File: config.mk
export PLATFORM = sky130hd
export DESIGN_NAME = signed_div_ctrl_flat
export DESIGN_NICKNAME = d
export VERILOG_FILES = /design/src/rtl/signed_div_ctrl_if.sv /design/src/rtl/signed_div_ctrl.sv /design/src/flat_wrapper.sv
export SDC_FILE = /design/constraint.sdc
export NUM_CORES = 1
export LEC_CHECK = 0
export BUFFER_PORTS_ARGS = -buffer_cell sky130_fd_sc_hd__buf_2
export CORE_ASPECT_RATIO = 2
export CORE_UTILIZATION = 46
export CTS_BUF_LIST = sky130_fd_sc_hd__clkbuf_4 sky130_fd_sc_hd__clkbuf_8
export CTS_CLUSTER_DIAMETER = 30
export DETAILED_ROUTE_END_ITERATION = 16
export GPL_TIMING_DRIVEN = 0
export PLACE_DENSITY = 0.71
export SYNTH_ARGS = -nofsm -noshare
export SYNTH_HDL_FRONTEND = slang
export SYNTH_SLANG_ARGS = --single-unit
File: constraint.sdc
create_clock -name clock -period 17.2 [get_ports clock]
set_input_delay 1.72 -clock clock [delete_from_list [all_inputs] [get_ports clock]]
set_output_delay 1.72 -clock clock [all_outputs]
set_load 0.01 [all_outputs]
File: src/rtl/signed_div_ctrl_if.sv
// ---------------------------------------------------------------------------
// signed_div_ctrl_if
// Bundles the request and result signals of the signed divider controller.
//   ctrl_div       : start request, one cycle, sampled on every rising edge
//   data_operandA  : 32-bit two's-complement dividend
//   data_operandB  : 32-bit two's-complement divisor
//   data_result    : 32-bit two's-complement quotient (truncated toward zero)
//   data_exception : divide-by-zero or overflow flag
//   data_resultRDY : one-cycle pulse, result and exception valid
// master modport: requester side.  slave modport: the divider.
// ---------------------------------------------------------------------------
interface signed_div_ctrl_if;
  logic        ctrl_div;
  logic [31:0] data_operandA;
  logic [31:0] data_operandB;
  logic [31:0] data_result;
  logic        data_exception;
  logic        data_resultRDY;

  modport master (
    output ctrl_div,
    output data_operandA,
    output data_operandB,
    input  data_result,
    input  data_exception,
    input  data_resultRDY
  );

  modport slave (
    input  ctrl_div,
    input  data_operandA,
    input  data_operandB,
    output data_result,
    output data_exception,
    output data_resultRDY
  );
endinterface

File: src/rtl/signed_div_ctrl.sv
// ---------------------------------------------------------------------------
// signed_div_ctrl
// 32-bit signed divider using a restoring shift/subtract loop on magnitudes,
// one quotient bit per cycle, with sign fix-up at the end.
// Ports:
//   clock : rising-edge clock
//   reset : asynchronous active-high reset
//   bus   : signed_div_ctrl_if.slave (start request, operands, results)
// Sequence: capture -> PREP (1) -> ITER (32) -> FIX (1) -> DONE (1 pulse).
// Divide-by-zero skips straight from PREP to DONE.
// A start request in any state restarts with the new operands.
// ---------------------------------------------------------------------------
module signed_div_ctrl (
  input  logic             clock,
  input  logic             reset,
  signed_div_ctrl_if.slave bus
);

  typedef enum logic [2:0] {
    IDLE = 3'd0,
    PREP = 3'd1,
    ITER = 3'd2,
    FIX  = 3'd3,
    DONE = 3'd4
  } state_t;

  state_t      state_q,  state_d;
  logic [5:0]  cnt_q,    cnt_d;
  logic [31:0] a_q,      a_d;
  logic [31:0] b_q,      b_d;
  logic [31:0] b_mag_q,  b_mag_d;
  logic [32:0] rem_q,    rem_d;
  logic [31:0] quot_q,   quot_d;
  logic        sign_q,   sign_d;
  logic [31:0] result_q, result_d;
  logic        exc_q,    exc_d;
  logic        rdy_q,    rdy_d;

  logic [31:0] a_mag_s;
  logic [31:0] b_mag_s;
  logic [32:0] shifted_s;
  logic [33:0] diff_s;

  // Magnitudes are unsigned, so 0x80000000 maps to 2^31 without overflow.
  assign a_mag_s = a_q[31] ? (~a_q + 32'd1) : a_q;
  assign b_mag_s = b_q[31] ? (~b_q + 32'd1) : b_q;

  // One restoring step: shift the next dividend bit into the remainder and
  // trial-subtract; bit 33 of the difference is the "negative trial" flag.
  assign shifted_s = {rem_q[31:0], quot_q[31]};
  assign diff_s    = {1'b0, shifted_s} - {2'b00, b_mag_q};

  // Next-state and datapath decisions.
  always_comb begin
    state_d  = state_q;
    cnt_d    = cnt_q;
    a_d      = a_q;
    b_d      = b_q;
    b_mag_d  = b_mag_q;
    rem_d    = rem_q;
    quot_d   = quot_q;
    sign_d   = sign_q;
    result_d = result_q;
    exc_d    = exc_q;
    rdy_d    = 1'b0;

    if (bus.ctrl_div) begin
      // Restart wins over everything, including a pending DONE.
      state_d = PREP;
      a_d     = bus.data_operandA;
      b_d     = bus.data_operandB;
    end else begin
      case (state_q)
        IDLE: begin
          state_d = IDLE;
        end
        PREP: begin
          sign_d  = a_q[31] ^ b_q[31];
          rem_d   = 33'd0;
          quot_d  = a_mag_s;
          b_mag_d = b_mag_s;
          cnt_d   = 6'd0;
          if (b_q == 32'd0) begin
            state_d  = DONE;
            result_d = 32'd0;
            exc_d    = 1'b1;
            rdy_d    = 1'b1;
          end else begin
            state_d = ITER;
          end
        end
        ITER: begin
          if (!diff_s[33]) begin
            rem_d  = diff_s[32:0];
            quot_d = {quot_q[30:0], 1'b1};
          end else begin
            rem_d  = shifted_s;
            quot_d = {quot_q[30:0], 1'b0};
          end
          cnt_d = cnt_q + 6'd1;
          if (cnt_q == 6'd31) begin
            state_d = FIX;
          end else begin
            state_d = ITER;
          end
        end
        FIX: begin
          // Only -2^31 / -1 yields a positive 2^31, which does not fit.
          if ((quot_q == 32'h8000_0000) && !sign_q) begin
            result_d = 32'h8000_0000;
            exc_d    = 1'b1;
          end else begin
            result_d = sign_q ? (~quot_q + 32'd1) : quot_q;
            exc_d    = 1'b0;
          end
          state_d = DONE;
          rdy_d   = 1'b1;
        end
        DONE: begin
          state_d = IDLE;
        end
        default: begin
          state_d = IDLE;
        end
      endcase
    end
  end

  // State and datapath registers.
  always_ff @(posedge clock or posedge reset) begin
    if (reset) begin
      state_q  <= IDLE;
      cnt_q    <= 6'd0;
      a_q      <= 32'd0;
      b_q      <= 32'd0;
      b_mag_q  <= 32'd0;
      rem_q    <= 33'd0;
      quot_q   <= 32'd0;
      sign_q   <= 1'b0;
      result_q <= 32'd0;
      exc_q    <= 1'b0;
      rdy_q    <= 1'b0;
    end else begin
      state_q  <= state_d;
      cnt_q    <= cnt_d;
      a_q      <= a_d;
      b_q      <= b_d;
      b_mag_q  <= b_mag_d;
      rem_q    <= rem_d;
      quot_q   <= quot_d;
      sign_q   <= sign_d;
      result_q <= result_d;
      exc_q    <= exc_d;
      rdy_q    <= rdy_d;
    end
  end

  assign bus.data_result    = result_q;
  assign bus.data_exception = exc_q;
  assign bus.data_resultRDY = rdy_q;

endmodule

File: src/flat_wrapper.sv
// flat-port wrapper written by rule: the top's interface ports become plain ports
module signed_div_ctrl_flat 
  (clock, reset, bus_ctrl_div, bus_data_operandA, bus_data_operandB, bus_data_result, bus_data_exception, bus_data_resultRDY);
  signed_div_ctrl_if bus_i ();
  input  logic clock;
  input  logic reset;
  input wire logic [$bits(bus_i.ctrl_div)-1:0] bus_ctrl_div;
  input wire logic [$bits(bus_i.data_operandA)-1:0] bus_data_operandA;
  input wire logic [$bits(bus_i.data_operandB)-1:0] bus_data_operandB;
  output wire logic [$bits(bus_i.data_result)-1:0] bus_data_result;
  output wire logic [$bits(bus_i.data_exception)-1:0] bus_data_exception;
  output wire logic [$bits(bus_i.data_resultRDY)-1:0] bus_data_resultRDY;
  assign bus_i.ctrl_div = bus_ctrl_div;
  assign bus_i.data_operandA = bus_data_operandA;
  assign bus_i.data_operandB = bus_data_operandB;
  assign bus_data_result = bus_i.data_result;
  assign bus_data_exception = bus_i.data_exception;
  assign bus_data_resultRDY = bus_i.data_resultRDY;
  signed_div_ctrl u_core (.clock(clock), .reset(reset), .bus(bus_i));
endmodule
Word-level counts from Yosys, hierarchy flattened
Index checks and enable logic that the tools add are counted.
{"block": "totals", "regBits": 204, "inputBits": 67, "output_inout_bits": 34, "word_cells": 56}
{"block": "op_classes", "addsub": 5, "eq_ne": 6, "n_mux": 21, "n_bitwise": 5, "n_reduce_logical": 8}
{"operator": "$mux 32", "count": 6}
{"operator": "$pmux 32 s2", "count": 3}
{"operator": "$add 32x1->32 const B", "count": 3}
{"operator": "$not 32->32", "count": 3}
{"operator": "$sub 33x32->34", "count": 1}
{"operator": "$eq 32x32->1 const B", "count": 1}
{"operator": "$logic_not 32->1", "count": 1}
{"operator": "$pmux 6 s2", "count": 1}
{"operator": "$pmux 3 s3", "count": 1}
{"operator": "$add 6x1->6 const B", "count": 1}
{"operator": "$eq 3x2->1 const B", "count": 2}
{"operator": "$eq 6x5->1 const B", "count": 1}
{"operator": "$mux 1", "count": 6}
{"operator": "$mux 3", "count": 2}
{"operator": "$pmux 1 s2", "count": 2}
{"operator": "$reduce_and 2->1", "count": 2}
{"operator": "$reduce_bool 2->1", "count": 2}
{"operator": "$eq 3x1->1 const B", "count": 1}
{"operator": "$reduce_and 3->1", "count": 1}
{"operator": "$ne 2x1->1 const B", "count": 1}
{"operator": "$logic_and 1x1->1", "count": 1}
{"operator": "$logic_not 1->1", "count": 1}
{"operator": "$not 1->1", "count": 1}
{"operator": "$xor 1x1->1", "count": 1}

Logic depth before layout (Yosys ltp)
{"block": "depth", "ltp_word": 5, "depth_mapped": 14, "mapped_depth_nobuf": 13}

Worst setup path before layout
No wires, ideal clock.
{"block": "synth_path", "path_type": "input-to-reg", "from": "input port bus_ctrl_div", "to": "register u_core.quot_q[24]", "setup_time_ns": 0.136, "arrival_time_ns": 2.984, "required_ns": 17.064, "path_slack_ns": 14.080, "stages": 7, "path_buffers": 2, "path_cell_list": "nor3b_1 > nor2b_1 > nor2_1 > clkbuf_1 > clkbuf_1 > nand2_1 > o21ai_0"}
{"block": "synth_via", "elab_chain_len": 2}
{"item": "from (decl)", "line": "flat_wrapper.sv:7", "rtl": "input wire logic [$bits(bus_i.ctrl_div)-1:0] bus_ctrl_div;"}
{"item": "$not 1->1 (no line)"}
{"item": "$reduce_and 2->1 (no line)"}
{"item": "to (signal assigned)", "line": "signed_div_ctrl.sv:150", "rtl": "quot_q <= quot_d;"}
{"item": "to (decl)", "line": "signed_div_ctrl.sv:33", "rtl": "logic [31:0] quot_q, quot_d;"}
Every way passes these cells.
A chain may end at the register's enable or synchronous reset.

Final worst setup path
{"block": "layout_path", "from": "register u_core.quot_q[31]", "to": "register u_core.rem_q[30]"}
{"block": "layout_via", "elab_chain_len": 3}
{"item": "$sub 33x32->34", "line": "signed_div_ctrl.sv:51", "rtl": "assign diff_s = {1'b0, shifted_s} - {2'b00, b_mag_q};"}
{"item": "$mux 32", "line": "signed_div_ctrl.sv:93", "rtl": "if (!diff_s[33]) begin"}
{"item": "$pmux 32 s2", "line": "signed_div_ctrl.sv:73", "rtl": "case (state_q)"}
{"item": "to (signal assigned)", "line": "signed_div_ctrl.sv:149", "rtl": "rem_q <= rem_d;"}
{"item": "to (decl)", "line": "signed_div_ctrl.sv:32", "rtl": "logic [32:0] rem_q, rem_d;"}
Every way passes these cells.

==> flow_summary.json <==
{
  "drv_cap": 0,
  "h-tree-depth": 2,
  "clock_skew_ps": 36.5,
  "routabilityCongestion": 0.889,
  "status": "finished, final reports clean",
  "viasPerCell": 5.56,
  "start_kind": "flop",
  "cp_data_required_time_ps": 17630,
  "cts_root_buffer": "clkbuf_8",
  "critPathKind": "reg2reg",
  "cts_tree": "yes",
  "die_y_um": 227,
  "critPathCapture": "u_core.rem_q[30]",
  "p_comb_frac": 0.296,
  "synth_top_area_share": 0.437,
  "tightest_slew_ps": 819,
  "synth.net_count": 1347,
  "crit_start": "u_core.quot_q[31]",
  "grt_pass1_vias": 10100,
  "initial_core_util": 0.466,
  "yosysWarnings": 0,
  "synthArstFlopShare": 1.00,
  "postCtsHoldBufs": 0,
  "p_leak_uw": 0.00610,
  "powerDensity_nw_per_um2": 124,
  "switchingPower_uw": 583,
  "yosys-top-cells-area": "dfrtp_1, o21ai_0, xor2_1, nand2_1, mux2_2",
  "grt_usage": 0.249,
  "dp_cells": 1680,
  "grt_pass1_wl_um": 49800,
  "cts_sinks": 204,
  "drt_pre_antenna_iters": 5,
  "ant_nets": 0,
  "max_slew_margin": 0.454,
  "core_area_um2": 25000,
  "drv_slew": 0,
  "drt_iter0_markers": 420,
  "layout.nets": 1487,
  "setup_tns_ps": 0,
  "min_path_type": "reg2reg",
  "period_share": 0.226,
  "antenna_found_initial": 0,
  "p_int_uw": 1080,
  "clock_latency_ps": 560,
  "synth_cell_types": 70,
  "yosysTopAreaCell": "dfrtp_1",
  "p_sw_frac": 0.350,
  "worstPathMaxFanout": 5,
  "rr_endpoint": "u_core.rem_q[30]",
  "drt_wl_total_um": 30800,
  "fmax_mhz": 257,
  "areaGrowthSynthToFinish_pct": 15.1,
  "synth_edf_count": 0,
  "ios": 101,
  "cp-end-kind": "flop",
  "detail_route.wl_per_cell_um": 17.7,
  "overflow": 0,
  "ys_seq_area_frac": 0.437,
  "post-route-util": 0.537,
  "cts_buffer_depth": 3,
  "grt_max_degree": 119,
  "drive_gt1_frac": 0.185,
  "ir_worst_vdd_mv": 0.0662,
  "hold_viol_final": 0,
  "cts_buffers": 37,
  "dp_hpwl_um": 23600,
  "critPathArrivalTime_ps": 4330,
  "drcViolationCount": 0,
  "regToRegStartpoint": "u_core.quot_q[31]",
  "p_clk_frac": 0.302,
  "fp-row-count": 82,
  "num_vias": 9677,
  "synth_cells": 1243,
  "avgSynthCellArea_um2": 9.39,
  "numPortBuffers": 100,
  "setup_violations": 0,
  "post_layout_nonfiller_instances": 1742,
  "die_x_um": 115,
  "synth_top_flop_cell": "dfrtp_1",
  "cts_setup_buffers": 0,
  "rsz0062_at_grt": "false",
  "cts.clk_slew.worst_paths_ps": 60,
  "ff2ff_path_depth": 13,
  "fillers": 2341,
  "syn_area_um2": 11700,
  "ys_ff_latch": 204,
  "dieArea_um2": 26100,
  "cts_resized": 0,
  "seqPwrFrac": 0.402,
  "post-route-min-period_ps": 3890,
  "r2r_setup_slack_ps": 13310
}
[logic make-up after synthesis]
kind of cell | synth area share
flops | 0.437
simple gates | 0.138
mux | 0.0775
xor+xnor | 0.0901
fa+ha+maj | 0.0403
buf+inv | 0.0415
compound gates | 0.175
[worst min path at each step]
stage / start / cells after the start / slack [ps] / endpoint
floorplan: u_core.b_mag_q[10] / 2 / 450 / u_core.b_mag_q[10]
global placement: u_core.bus.data_result[12] / 2 / 460 / u_core.bus.data_result[12]
detailed placement: u_core.bus.data_result[1] / 2 / 460 / u_core.bus.data_result[1]
CTS: u_core.bus.data_result[1] / 2 / 480 / u_core.bus.data_result[1]
global route: u_core.bus.data_result[25] / 2 / 500 / u_core.bus.data_result[25]
finish: u_core.bus.data_result[4] / 2 / 470 / u_core.bus.data_result[4]
[final cells by class]
type                    instances  area, um2  share of cell area
plain buffers                  62        297              0.0221
multi-input cells             927       6080               0.453
clock buffers                  50        657              0.0489
flip-flops and latches        204       5100               0.380
well taps                     336        420              0.0313
clock inverters                11        146              0.0109
inverters                      50        195              0.0145
diodes                          1       2.50            0.000186
repair buffers                101        528              0.0393
[power by group through the flow]
stage	Sequential [uW]	Clock (uW)	Combinational [uW]
2_1_floorplan	674	0	341
3_3_place_gp	673	0	481
3_5_place_dp	677	0	493
4_1_cts	669	514	496
5_1_grt	684	534	557
6_report	670	503	493
[synthesized netlist by cell type, drive strengths merged (2+ instances only)]
| master | number |
|---|---|
| dfrtp | 204 |
| nand2 | 181 |
| o21ai | 173 |
| xor2 | 94 |
| a21oi | 74 |
| mux2 | 59 |
| nor2 | 59 |
| clkbuf | 50 |
| inv | 50 |
| ha | 36 |
| xnor2 | 26 |
| mux2i | 24 |
| o31ai | 24 |
| o41ai | 17 |
| a21o | 16 |
| nand2b | 15 |
| nor3 | 14 |
| buf | 12 |
| or3 | 11 |
| nand3 | 9 |
| nor4 | 9 |
| or2 | 8 |
| a211oi | 7 |
| a32oi | 7 |
| or4 | 7 |
| nand4 | 6 |
| o21a | 5 |
| a31oi | 4 |
| and3 | 4 |
| nor2b | 4 |
| o22ai | 4 |
| nand3b | 3 |
| nor3b | 3 |
| o21bai | 3 |
| a22o | 2 |
| and2 | 2 |
| nand4b | 2 |
| o211ai | 2 |
| o311ai | 2 |
| or2b | 2 |
[sequential cells by signal, indices dropped and copies added (netlist names)]
| name | count |
|---|---|
| u_core.bus.data_exception | 1 |
| u_core.bus.data_resultRDY | 1 |
| u_core.cnt_q | 6 |
| u_core.quot_q | 32 |
| u_core.rem_q | 32 |
| u_core.a_q | 32 |
| u_core.bus.data_result | 32 |
| u_core.state_q | 3 |
| u_core.b_q | 32 |
| u_core.sign_q | 1 |
| u_core.b_mag_q | 32 |
[through the flow]
step / setup WS [ps] / area, um2 / total power [uW] / hold WS [ps]
floorplan: 9910 / 11700 / 1010 / 450
global placement: 7750 / 12600 / 1150 / 461
detailed placement: 13000 / 12600 / 1170 / 465
CTS: 13380 / 13400 / 1680 / 477
global route: 13150 / 13400 / 1770 / 499
finish: 13310 / 13400 / 1670 / 466
[routing by layer]
metal / global-route usage / wire length, um
met5: 0 / 0
met1: 0.223 / 10100
met4: 0.181 / 2170
met3: 0.0354 / 1140
met2: 0.491 / 17300
[critical path: stages (launching register included)]
cell	delay (ps)
dfrtp_1	360
inv_1	190
ha_1	210
inv_1	50
fa_1	460
a211oi_1	290
o21bai_1	150
o21ai_0	460
a211oi_1	220
o2111a_1	390
o311ai_1	380
and3_1	200
o21ai_0	110
a32o_1	290
[cell usage in the layout, fill, tap and decap left out, types with 4 or more instances in the layout]
cell,instances
dfrtp_1,204
nand2_1,181
o21ai_0,165
buf_2,102
xor2_1,94
a21oi_1,73
mux2_2,59
nor2_1,57
clkbuf_1,49
inv_1,49
clkbuf_8,45
ha_1,36
xnor2_1,26
mux2i_1,24
o31ai_1,23
a21o_1,16
o41ai_1,16
nand2b_1,14
nor3_1,13
or3_1,9
nor4_1,8
a211oi_1,7
nand3_1,7
buf_6,7
a32oi_1,7
nand4_1,6
o21ai_1,6
o21a_1,5
or2_2,5
clkbuf_4,5
and3_1,4
nor2b_1,4
o22ai_1,4
a31oi_1,4
or4_1,4
Power figures use the tool's default switching activity.
